### src/rtl/prewish_blinky.sv
// prewish_blinky: student end of the mentor strobe/data link.
// A rising edge on STB_I latches an 8-bit blink mask, which is then played
// MSB first on o_led, each bit held for 2**PRESCALE_BITS clocks, looping
// until a new mask arrives or reset is asserted.
//
// state | meaning
// IDLE  | no mask loaded, LED off, not busy
// RUN   | mask loaded and playing, busy
module prewish_blinky #(
    parameter int PRESCALE_BITS = 22
) (
    input  logic       CLK_I,
    input  logic       RST_I,
    input  logic       STB_I,
    input  logic [7:0] DAT_I,
    output logic       ACK_O,
    output logic       o_led,
    output logic       o_busy
);

    typedef enum logic [1:0] {
        IDLE = 2'b00,
        RUN  = 2'b01
    } state_t;

    localparam logic [PRESCALE_BITS-1:0] PRESCALE_ONE = {{(PRESCALE_BITS-1){1'b0}}, 1'b1};

    // Power-up values match the reset values so the block works without reset.
    state_t                   r_state     = IDLE;
    logic [7:0]               r_mask      = 8'h00;
    logic [2:0]               r_bit_idx   = 3'd7;
    logic [PRESCALE_BITS-1:0] r_prescaler = '0;
    logic                     r_stb_prev  = 1'b0;
    logic                     r_ack       = 1'b0;

    state_t                   w_state_nxt;
    logic [7:0]               w_mask_nxt;
    logic [2:0]               w_bit_idx_nxt;
    logic [PRESCALE_BITS-1:0] w_prescaler_nxt;
    logic                     w_ack_nxt;
    logic                     w_accept;

    assign w_accept = STB_I & ~r_stb_prev;

    // Next-state logic: a qualified strobe (re)loads from any legal state;
    // otherwise RUN advances the prescaler and steps the bit index on wrap.
    always_comb begin
        w_state_nxt     = r_state;
        w_mask_nxt      = r_mask;
        w_bit_idx_nxt   = r_bit_idx;
        w_prescaler_nxt = r_prescaler;
        w_ack_nxt       = 1'b0;
        case (r_state)
            IDLE, RUN: begin
                if (w_accept) begin
                    w_state_nxt     = RUN;
                    w_mask_nxt      = DAT_I;
                    w_bit_idx_nxt   = 3'd7;
                    w_prescaler_nxt = '0;
                    w_ack_nxt       = 1'b1;
                end else if (r_state == RUN) begin
                    w_prescaler_nxt = r_prescaler + PRESCALE_ONE;
                    if (r_prescaler == {PRESCALE_BITS{1'b1}}) begin
                        w_bit_idx_nxt = r_bit_idx - 3'd1;
                    end
                end
            end
            default: begin
                // Illegal encodings recover to IDLE without acknowledging.
                w_state_nxt = IDLE;
            end
        endcase
    end

    // State register with synchronous reset; reset wins over a same-cycle strobe.
    always_ff @(posedge CLK_I) begin
        if (RST_I) begin
            r_state     <= IDLE;
            r_mask      <= 8'h00;
            r_bit_idx   <= 3'd7;
            r_prescaler <= '0;
            r_stb_prev  <= 1'b0;
            r_ack       <= 1'b0;
        end else begin
            r_state     <= w_state_nxt;
            r_mask      <= w_mask_nxt;
            r_bit_idx   <= w_bit_idx_nxt;
            r_prescaler <= w_prescaler_nxt;
            r_stb_prev  <= STB_I;
            r_ack       <= w_ack_nxt;
        end
    end

    // Outputs are decoded only from registers: no input-to-output path.
    assign ACK_O  = r_ack;
    assign o_busy = (r_state == RUN);
    assign o_led  = (r_state == RUN) & r_mask[r_bit_idx];

endmodule

### config.mk
export PLATFORM = sky130hd
export DESIGN_NAME = prewish_blinky
export DESIGN_NICKNAME = d
export VERILOG_FILES = /design/src/rtl/prewish_blinky.sv
export SDC_FILE = /design/constraint.sdc
export NUM_CORES = 1
export LEC_CHECK = 0
export BUFFER_PORTS_ARGS = -buffer_cell sky130_fd_sc_hd__buf_2
export CELL_PAD_IN_SITES_DETAIL_PLACEMENT = 1
export CELL_PAD_IN_SITES_GLOBAL_PLACEMENT = 2
export CORE_MARGIN = 3
export CORE_UTILIZATION = 34
export DETAILED_ROUTE_END_ITERATION = 12
export PLACE_DENSITY_LB_ADDON = 0.1
export REMOVE_ABC_BUFFERS = 1
export SKIP_LAST_GASP = 1
export SLEW_MARGIN = 20
export SYNTH_ARGS = -nofsm -noshare
export SYNTH_HDL_FRONTEND = slang
export SYNTH_SLANG_ARGS = --single-unit
### constraint.sdc
create_clock -name CLK_I -period 2.65 [get_ports CLK_I]
set_clock_uncertainty 0.05 [all_clocks]
set_input_delay 0.3975 -clock CLK_I [delete_from_list [all_inputs] [get_ports CLK_I]]
set_output_delay 0.3975 -clock CLK_I [all_outputs]
set_load 0.01 [all_outputs]
; Yosys cells after proc, flatten, opt, wreduce, memory -nomap -nowiden
; Cells that the tools add are included.
[word_totals]
reg_bits = 36
latch_bits = 0
mem_bits_rw = 0
mem_bits_ro = 0
input_bits = 11
out_inout_bits = 3
word_cells = 30
mem_count = 0
[op_classes]
n_addsub = 2
n_mul = 0
div = 0
order_cmp = 1
eq_ne = 1
shift = 0
mux = 8
n_bitwise = 4
n_reduce_logical = 8
[ops]
columns = operator, count
row1 = $mux 22, 2
row2 = $add 22x1->22 const B, 1
row3 = $eq 22x22->1 const B, 1
row4 = $mux 3, 3
row5 = $lt 3x4->1 const B, 1
row6 = $reduce_and 2->1, 2
row7 = $reduce_bool 2->1, 2
row8 = $reduce_or 2->1, 2
row9 = $bmux 1 s3, 1
row10 = $reduce_and 3->1, 1
row11 = $sub 3x1->3 const B, 1
row12 = $and 1x1->1, 2
row13 = $logic_not 2->1, 1
row14 = $mux 1, 2
row15 = $not 1->1, 2

; Logic depth before layout (Yosys ltp)
; Gate-level depths: netlist of run 1.
[depth]
ltp_word = 4
ltp_mapped = 7
depth_no_buf = 5

; Worst setup path after synthesis of run 1
; No wires, ideal clock.
[synth_timing]
path_kind = register to register
start = reg r_state[0]
end = reg r_prescaler[19]
setup_ns = 0.070
t_arrival_ns = 1.816
required_time_ns = 2.530
setup_slack_ns = 0.714
stages_incl_launch_ff = 7
n_path_buf = 2
synth_period_minus_slack_ns = 1.936
cell_sequence = dfxtp_1 > buf_2 > nand4_2 > or4_4 > buf_6 > or4_1 > a21oi_1
[synth_via]
elab_chain_cells = 3
word_cells_on_any_way = 4
classes_between = reduce/logical (4)
[synth_lines]
columns = element, line_no
row1 = from (decl), 29  ; state_t r_state = IDLE;
row2 = from (signal assigned), 85  ; r_state <= w_state_nxt;
row3 = $logic_not 2->1, 53  ; case (r_state)
row4 = $reduce_or 2->1, 53
row5 = $reduce_and 2->1 (no line) (*), --
row6 = to (signal assigned), 88  ; r_prescaler <= w_prescaler_nxt;
row7 = to (decl), 32  ; logic [PRESCALE_BITS-1:0] r_prescaler = '0;
; Every way passes the cells marked *; elsewhere a longest branch is shown, timed or not.
; A chain may end at the register's enable or synchronous reset.

; Worst setup path after layout of run 1
[layout_timing]
start = reg r_prescaler[0]
end = reg r_prescaler[18]
[layout_via]
elab_chain_cells = 3
[layout_lines]
columns = element, line_no
row1 = $add 22x1->22, 62  ; w_prescaler_nxt = r_prescaler + PRESCALE_ONE;
row2 = $mux 22, 61  ; end else if (r_state == RUN) begin
row3 = $mux 22, 55  ; if (w_accept) begin
; No other way between the ends. The select of a mux whose other input is x is not followed.

==> run summary, run 1 <==
clock-pin slew on the worst setup and hold paths: 0.08 ns
Main synth FF type: sky130_fd_sc_hd__dfxtp_1
distinct cell type count of the synthesized netlist: 30
cells along the critical path: ha_1 -> and4_1 -> nand4_1 -> or4_1 -> a21oi_1
number of instances in the synthesized netlist: 168
slew of the pin with the lowest slew margin: 0.674 ns
part of the total power dissipated in combinational logic: 0.038
final sum of negative setup slack: 0 ns
floorplan die area: 5430 um2
fraction of the yosys area taken by sequential cells: 0.463
max-slew violation count: 0
worst hold margin: 0.257 ns
die boundary width: 73.7 um
cts bufs inserted: 5
DRC: 0
worst vdd ir: 0.280 mV
first-pass iteration count of the detailed router: 4
Worst Path Required: 2.81 ns
number of enable flip-flop cells after synthesis: 0
Vias: 1250
most heavily used metal layer in global routing: met2
post-route fraction of the period consumed by the critical path: 0.828
Final GP Congestion: 0.745
total congestion overflow: 0
cell with the biggest individual delay on the critical path: sky130_fd_sc_hd__or4_1
Internal: 0.905 mW
wire length of the first global-routing pass: 6150 um
P&R area growth vs syn: 13.3%
Post CTS Setup Buffer Count: 0
routed wire length: 3490 um
Antenna Cells: 0
ranking of synthesized cells by area: sky130_fd_sc_hd__dfxtp_1 (46%), sky130_fd_sc_hd__a22o_1 (4.5%), sky130_fd_sc_hd__a21oi_1 (3.9%)
Pwr Density: 645 nW/um2
Initial Utilization: 0.370
maximum clock frequency: 0.456 GHz
most common cell after layout, fill and taps aside: sky130_fd_sc_hd__dfxtp_1
highest net fanout along the worst path: 12
Mapped Area: 1560 um2
ratio of routed vias to standard cells: 5.46
post-synthesis area per instance: 9.26 um2
post-cts resize count: 0
switching share of power: 0.205
maximum clock path buffer count: 2
average detailed-routed wire length per instance: 15.2 um
clock network fraction of design power: 0.470
Post-DRT Antenna Nets: 0
fraction of synthesized cell area taken by the top area cell type: 0.463
#FFs+latches synth: 36
count of H-tree levels built during CTS: 2
Clk Latency, worst-skew pair: 0.29 ns
remaining max-slew budget at the tightest pin: 0.549
Synthesis Warnings: 0
met1 track demand over resource in global routing: 0.180
share of flip-flops with an asynchronous set or reset: 0
buffer cell driving the clock tree root: sky130_fd_sc_hd__clkbuf_8
sequential group share of total power: 0.492
clock tree from TritonCTS: done
final-report hold violation count: 0
cell taking the most area after synthesis: sky130_fd_sc_hd__dfxtp_1
Worst Setup Slack, final: 0.457 ns
number of max-cap violations: 0
number of fill cells: 482
row count: 23
most used cells in the layout excluding fill and tap cells: sky130_fd_sc_hd__dfxtp_1 (36), sky130_fd_sc_hd__nor2_1 (13), sky130_fd_sc_hd__buf_2 (13)
number of setup violations in the final report: 0
number of antenna violations at the first check in global routing: 0
number of global-route vias before repair: 1299
critical path class: flip-flop to flip-flop
Clock Sinks: 36
Largest stage delay, worst path: 0.62 ns
status: finished, final reports clean
half-perimeter wire length after detailed placement: 2430 um
met3 usage: 0.0383
1st-iter DRT viols: 32
leakage component of the power: 0.628 nW
number of buffers inserted for hold repair after clock tree synthesis: 0
met2 usage: 0.242
number of top-level pins: 14
core area: 4200 um2
aggregate global-route resource usage: 0.148
RSZ-0062 raised after global routing: no
buffers added on ports: 13
final worst path period need: 2.19 ns
die height: 73.7 um
nature of the critical path startpoint: flip-flop
critical path endpoint category: flip-flop
net load switching power: 0.234 mW
largest net degree at the start of global routing: 24
worst min-delay path category: primary input to flip-flop
nets: 191
share of layout cells above drive strength 1: 0.151
Placement Setup Slack: 0.467 ns
endpoint arrival time on the critical path: 2.36 ns
## synthesized netlist by cell type, types with 4 or more instances
cell type and n:
sky130_fd_sc_hd__a21oi_1 12, sky130_fd_sc_hd__nand4_1 5, sky130_fd_sc_hd__or4_1 6, sky130_fd_sc_hd__nor2_1 13, sky130_fd_sc_hd__nor2b_1 4, sky130_fd_sc_hd__or3_1 7
sky130_fd_sc_hd__a22o_1 8, sky130_fd_sc_hd__and4_1 5, sky130_fd_sc_hd__clkbuf_1 8, sky130_fd_sc_hd__xnor2_1 5, sky130_fd_sc_hd__nand2_1 8, sky130_fd_sc_hd__dfxtp_1 36
sky130_fd_sc_hd__xor2_1 4, sky130_fd_sc_hd__nand3_1 8, sky130_fd_sc_hd__o21ai_0 10, sky130_fd_sc_hd__inv_1 6, sky130_fd_sc_hd__o31ai_1 5
## final cells by class
type	count	area (um2)	area share
Sequential cell	36	721	0.409
Tap cell	50	62.6	0.0355
Clock buffer	7	96.3	0.0546
Timing Repair Buffer	13	65.1	0.0369
Multi-Input combinational cell	116	767	0.435
Clock inverter	1	30.0	0.0170
Inverter	6	22.5	0.0128
## path summary, 6_finish.rpt
kind	start	to	slack, ns	depth (start not counted)
worst min register to register	r_mask[2]	r_mask[2]	0.43	1
worst max register to register	r_prescaler[0]	r_prescaler[18]	0.46	5
worst min-delay path	RST_I	r_stb_prev	0.26	2
worst max-delay path	r_prescaler[0]	r_prescaler[18]	0.46	5
## kinds of logic (layout without fill, tap and decap cells)
family                   count (synthesis)  count (layout)  share of synthesized area
AO/OA/AOI/OAI                           37              37                      0.149
adder cells (fa/ha/maj)                  2               2                     0.0161
buffers and inverters                   16              27                     0.0442
flip-flops                              36              36                      0.463
multiplexers                             4               4                     0.0418
AND/OR/NAND/NOR                         64              64                      0.236
XOR/XNOR                                 9               9                     0.0506
## through the flow
stage / total power, mW / instances / utilization / area (um2)
final: 1.14 / 229 / 0.420 / 1760
after CTS: 1.16 / 229 / 0.420 / 1760
after global placement: 0.615 / 221 / 0.390 / 1640
after global routing: 1.19 / 229 / 0.420 / 1760
after floorplan: 0.597 / 158 / - / 1510
after detailed placement: 0.617 / 221 / 0.390 / 1640
## state kept, by name, indices dropped and copies added (netlist names)
name / count
r_bit_idx: 3
ACK_O: 1
r_stb_prev: 1
r_prescaler: 22
r_state: 1
r_mask: 8
## layer usage
layer | share of wire | wire [um]
met5 | 0 | 0
met4 | 0.017 | 59
met3 | 0.041 | 143
met2 | 0.47 | 1640
met1 | 0.47 | 1650
## worst max-delay path, delay by kind of cell, from the launching register on
kind | cells | cell delay, ns
adder cells (fa/ha/maj) | 1 | 0.19
flip-flops | 1 | 0.41
AND/OR/NAND/NOR | 3 | 1.32
AO/OA/AOI/OAI | 1 | 0.15
## power groups by stage
stage | Clock (mW) | Sequential (mW) | Combinational, mW
floorplan | 0 | 0.572 | 0.0252
global placement | 0 | 0.572 | 0.0432
detailed placement | 0 | 0.573 | 0.0439
CTS | 0.551 | 0.561 | 0.0447
global route | 0.584 | 0.562 | 0.0494
finish | 0.535 | 0.560 | 0.0434
(Power assumes the default switching activity.)
==> run 2, diff against run 1 <==
--- a/config.mk
+++ b/config.mk
@@ -9,7 +9,7 @@
 export CELL_PAD_IN_SITES_DETAIL_PLACEMENT = 1
 export CELL_PAD_IN_SITES_GLOBAL_PLACEMENT = 2
 export CORE_MARGIN = 3
-export CORE_UTILIZATION = 34
+export CORE_UTILIZATION = 32
 export DETAILED_ROUTE_END_ITERATION = 12
 export PLACE_DENSITY_LB_ADDON = 0.1
 export REMOVE_ABC_BUFFERS = 1
==> constraint.sdc (replaced) <==
create_clock -name CLK_I -period 1.8 [get_ports CLK_I]
set_clock_uncertainty 0.05 [all_clocks]
set_input_delay 0.27 -clock CLK_I [delete_from_list [all_inputs] [get_ports CLK_I]]
set_output_delay 0.27 -clock CLK_I [all_outputs]
set_load 0.01 [all_outputs]
==> run 2 against run 1 <==
- the run now ends with setup timing left
- routed wire length increased by 13%
- worst hold slack got worse by 0.13 ns
- critical endpoint is now o_led
- cell count increased by 19%
- sequential power increased by 47%
- via count increased by 10%
- non-clock buffer count increased by 28
- clock power increased by 34%
==> run summary, run 2 (synthesized netlist as in run 1, its figures left out) <==
number of antenna violations at the first check in global routing: 0 (unchanged)
Antenna Cells: 0 (unchanged)
cell class contributing the biggest share of worst-path delay: multiplexers (was simple AND/OR/NAND/NOR gates)
most common cell after layout, fill and taps aside: sky130_fd_sc_hd__dfxtp_1 (unchanged)
maximum clock frequency: 0.534 GHz
max-slew violation count: 0 (unchanged)
path length in cells of the critical path: 4 (was 5)
die height: 75.7 um (was 73.7 um)
count of H-tree levels built during CTS: 2 (unchanged)
largest registers: r_prescaler (22), r_mask (8), r_bit_idx (3) (unchanged)
part of the total power dissipated in combinational logic: 0.051 (was 0.038)
die boundary width: 75.7 um (was 73.7 um)
flop-to-flop setup slack: -0.07 ns (was 0.46 ns)
worst path bufs/invs: 1 (was 0)
Placement Setup Slack: -0.0692 ns (was 0.467 ns)
number of fill cells: 525 (was 482)
row count: 24 (was 23)
number of top-level pins: 14 (unchanged)
worst setup path endpoint: o_led (was r_prescaler[18])
remaining max-slew budget at the tightest pin: 0.651 (was 0.549)
number of placed cells counting well taps: 254 (was 221)
aggregate global-route resource usage: 0.156 (was 0.148)
routed wire length: 3940 um (was 3490 um)
number of setup violations in the final report: 4 (was 0)
area of placed instances: 1790 um2 (was 1640 um2)
slew of the pin with the lowest slew margin: 0.523 ns (was 0.674 ns)
floorplan die area: 5740 um2 (was 5430 um2)
worst reg2reg path startpoint: r_prescaler[0] (unchanged)
P&R area growth vs syn: 33.7% (was 13.3%)
clock network fraction of design power: 0.442 (was 0.470)
Post-DRT Antenna Nets: 0 (unchanged)
share of layout cells above drive strength 1: 0.377 (was 0.151)
critical path endpoint category: output pin (was flip-flop)
cell with the biggest individual delay on the critical path: sky130_fd_sc_hd__mux4_2 (was sky130_fd_sc_hd__or4_1)
post-layout total power: 1.62 mW (was 1.14 mW)
clock tree from TritonCTS: done (unchanged)
violations in the final reports: setup timing
total congestion overflow: 0 (unchanged)
post-route fraction of the period consumed by the critical path: 1.04
final-report hold violation count: 0 (unchanged)
cts bufs inserted: 5 (unchanged)
worst vdd ir: 0.444 mV (was 0.280 mV)
maximum clock path buffer count: 2 (unchanged)
Pwr Density: 779 nW/um2 (was 645 nW/um2)
max FFs per register: 22 (unchanged)
half-perimeter wire length after detailed placement: 2680 um (was 2430 um)
largest net degree at the start of global routing: 24 (unchanged)
Largest stage delay, worst path: 0.51 ns (was 0.62 ns)
Worst Path Required: 1.48 ns (was 2.81 ns)
Final GP Congestion: 0.747 (was 0.745)
Initial Utilization: 0.343 (was 0.370)
sequential group share of total power: 0.508 (was 0.492)
beginning of the critical path: r_bit_idx[0] (was r_prescaler[0])
worst reg2reg endpoint: r_prescaler[19] (was r_prescaler[18])
cells along the critical path: mux4_2 -> mux2i_2 -> nor2b_1 -> buf_2 (was ha_1 -> and4_1 -> nand4_1 -> or4_1 -> a21oi_1)
net load switching power: 0.358 mW (was 0.234 mW)
wire length of the first global-routing pass: 6610 um (was 6150 um)
DRC: 0 (unchanged)
1st-iter DRT viols: 48 (was 32)
endpoint arrival time on the critical path: 1.55 ns (was 2.36 ns)
switching share of power: 0.221 (was 0.205)
Biggest register: r_prescaler (unchanged)
number of global-route vias before repair: 1398 (was 1299)
Vias: 1380 (was 1250)
Clk Latency, worst-skew pair: 0.29 ns (about the same)
worst min-delay path category: primary input to flip-flop (unchanged)
final worst path period need: 1.87 ns
critical path class: flip-flop to output pin (was flip-flop to flip-flop)
number of max-cap violations: 0 (unchanged)
first-pass iteration count of the detailed router: 4 (unchanged)
Worst Setup Slack, final: -0.0731 ns (was 0.457 ns)
leakage component of the power: 0.765 nW (was 0.628 nW)
ratio of routed vias to standard cells: 5.07 (was 5.46)
RSZ-0062 raised after global routing: yes (was no)
buffer cell driving the clock tree root: sky130_fd_sc_hd__clkbuf_8 (unchanged)
area of all placed cells without fillers: 2080 um2 (was 1760 um2)
nets: 219 (was 191)
average detailed-routed wire length per instance: 14.5 um (was 15.2 um)
most used cells in the layout excluding fill and tap cells: sky130_fd_sc_hd__dfxtp_1 (30), sky130_fd_sc_hd__buf_4 (24), sky130_fd_sc_hd__nor2_1 (13), sky130_fd_sc_hd__buf_2 (13) (was sky130_fd_sc_hd__dfxtp_1 (36), sky130_fd_sc_hd__nor2_1 (13), sky130_fd_sc_hd__buf_2 (13))
clock-pin slew on the worst setup and hold paths: 0.08 ns (about the same)
highest net fanout along the worst path: 3 (was 12)
logic depth of the worst register-to-register path: 6 (was 5)
Clock Sinks: 36 (unchanged)
status: complete, but fails checks (was finished, final reports clean)
core area: 4530 um2 (was 4200 um2)
nature of the critical path startpoint: flip-flop (unchanged)
count of placed standard cells in the final layout, fillers left out: 272 (was 229)
worst hold margin: 0.126 ns (was 0.257 ns)
buffers added on ports: 13 (unchanged)
Internal: 1.26 mW (was 0.905 mW)
-- run 2: cell types whose count changed in the layout (fill, tap and decap cells not counted), sizes merged --
cell,before,now
buf,13,41
clkbuf,7,5
clkinv,0,1
clkinvlp,0,1
-- run 2: how the worst min path moves through the flow --
stage               startpoint    endpoint  slack [ns]  cells past startpoint
floorplan                RST_I  r_stb_prev        0.29                      1
global placement     r_mask[4]   r_mask[4]        0.41                      1
detailed placement   r_mask[4]   r_mask[4]        0.42                      1
CTS                      RST_I  r_state[0]        0.11                      2
global route          DAT_I[3]   r_mask[3]        0.12                      2
finish                   RST_I  r_state[0]        0.13                      2
-- run 2: area by class of cell --
cell class / count / area [um2] / share of cell area
sequential: 36 / 733 / 0.352
multi-input combinational: 116 / 842 / 0.405
clock inverter: 3 / 42.5 / 0.0204
timing repair buffer: 41 / 290 / 0.140
inverter: 6 / 22.5 / 0.0108
tap: 65 / 81.3 / 0.0391
clock buffer: 5 / 68.8 / 0.0331
-- run 2: worst register-to-register path, cell delays in order (launching register included) --
cell and delay (ns):
sky130_fd_sc_hd__dfxtp_2 0.37, sky130_fd_sc_hd__buf_6 0.11, sky130_fd_sc_hd__nand2_2 0.05, sky130_fd_sc_hd__or4_4 0.52, sky130_fd_sc_hd__buf_6 0.15, sky130_fd_sc_hd__or4_4 0.41
sky130_fd_sc_hd__a21oi_2 0.14
-- run 2: timing repair --
item,in CTS,in global routing
resized for setup,13,24
hold buffers,0,0
pin swaps,5,17
buffers inserted,8,2
setup endpoints to repair,8,14
-- run 2: layer usage --
layer  GRT usage  vias up  routed length, um
met5           0        -                  0
met4      0.0699        0                 66
met3      0.0396        7                108
met2       0.250       18               1890
met1       0.197      665               1870
li1            -      690                  -
-- run 2: power groups by stage --
stage,Combinational [mW],Clock [mW],Sequential [mW]
6_report,0.0824,0.716,0.823
3_3_place_gp,0.0733,0,0.840
3_5_place_dp,0.0761,0,0.842
4_1_cts,0.0816,0.744,0.823
2_1_floorplan,0.0372,0,0.842
5_1_grt,0.0919,0.785,0.825
-- run 2: through the flow --
| stage | setup TNS, ns | utilization |
|---|---|---|
| floorplan | -0.358 | - |
| global placement | 0 | 0.395 |
| detailed placement | -0.189 | 0.395 |
| CTS | -0.361 | 0.442 |
| global route | -0.688 | 0.459 |
| finish | -0.237 | 0.459 |
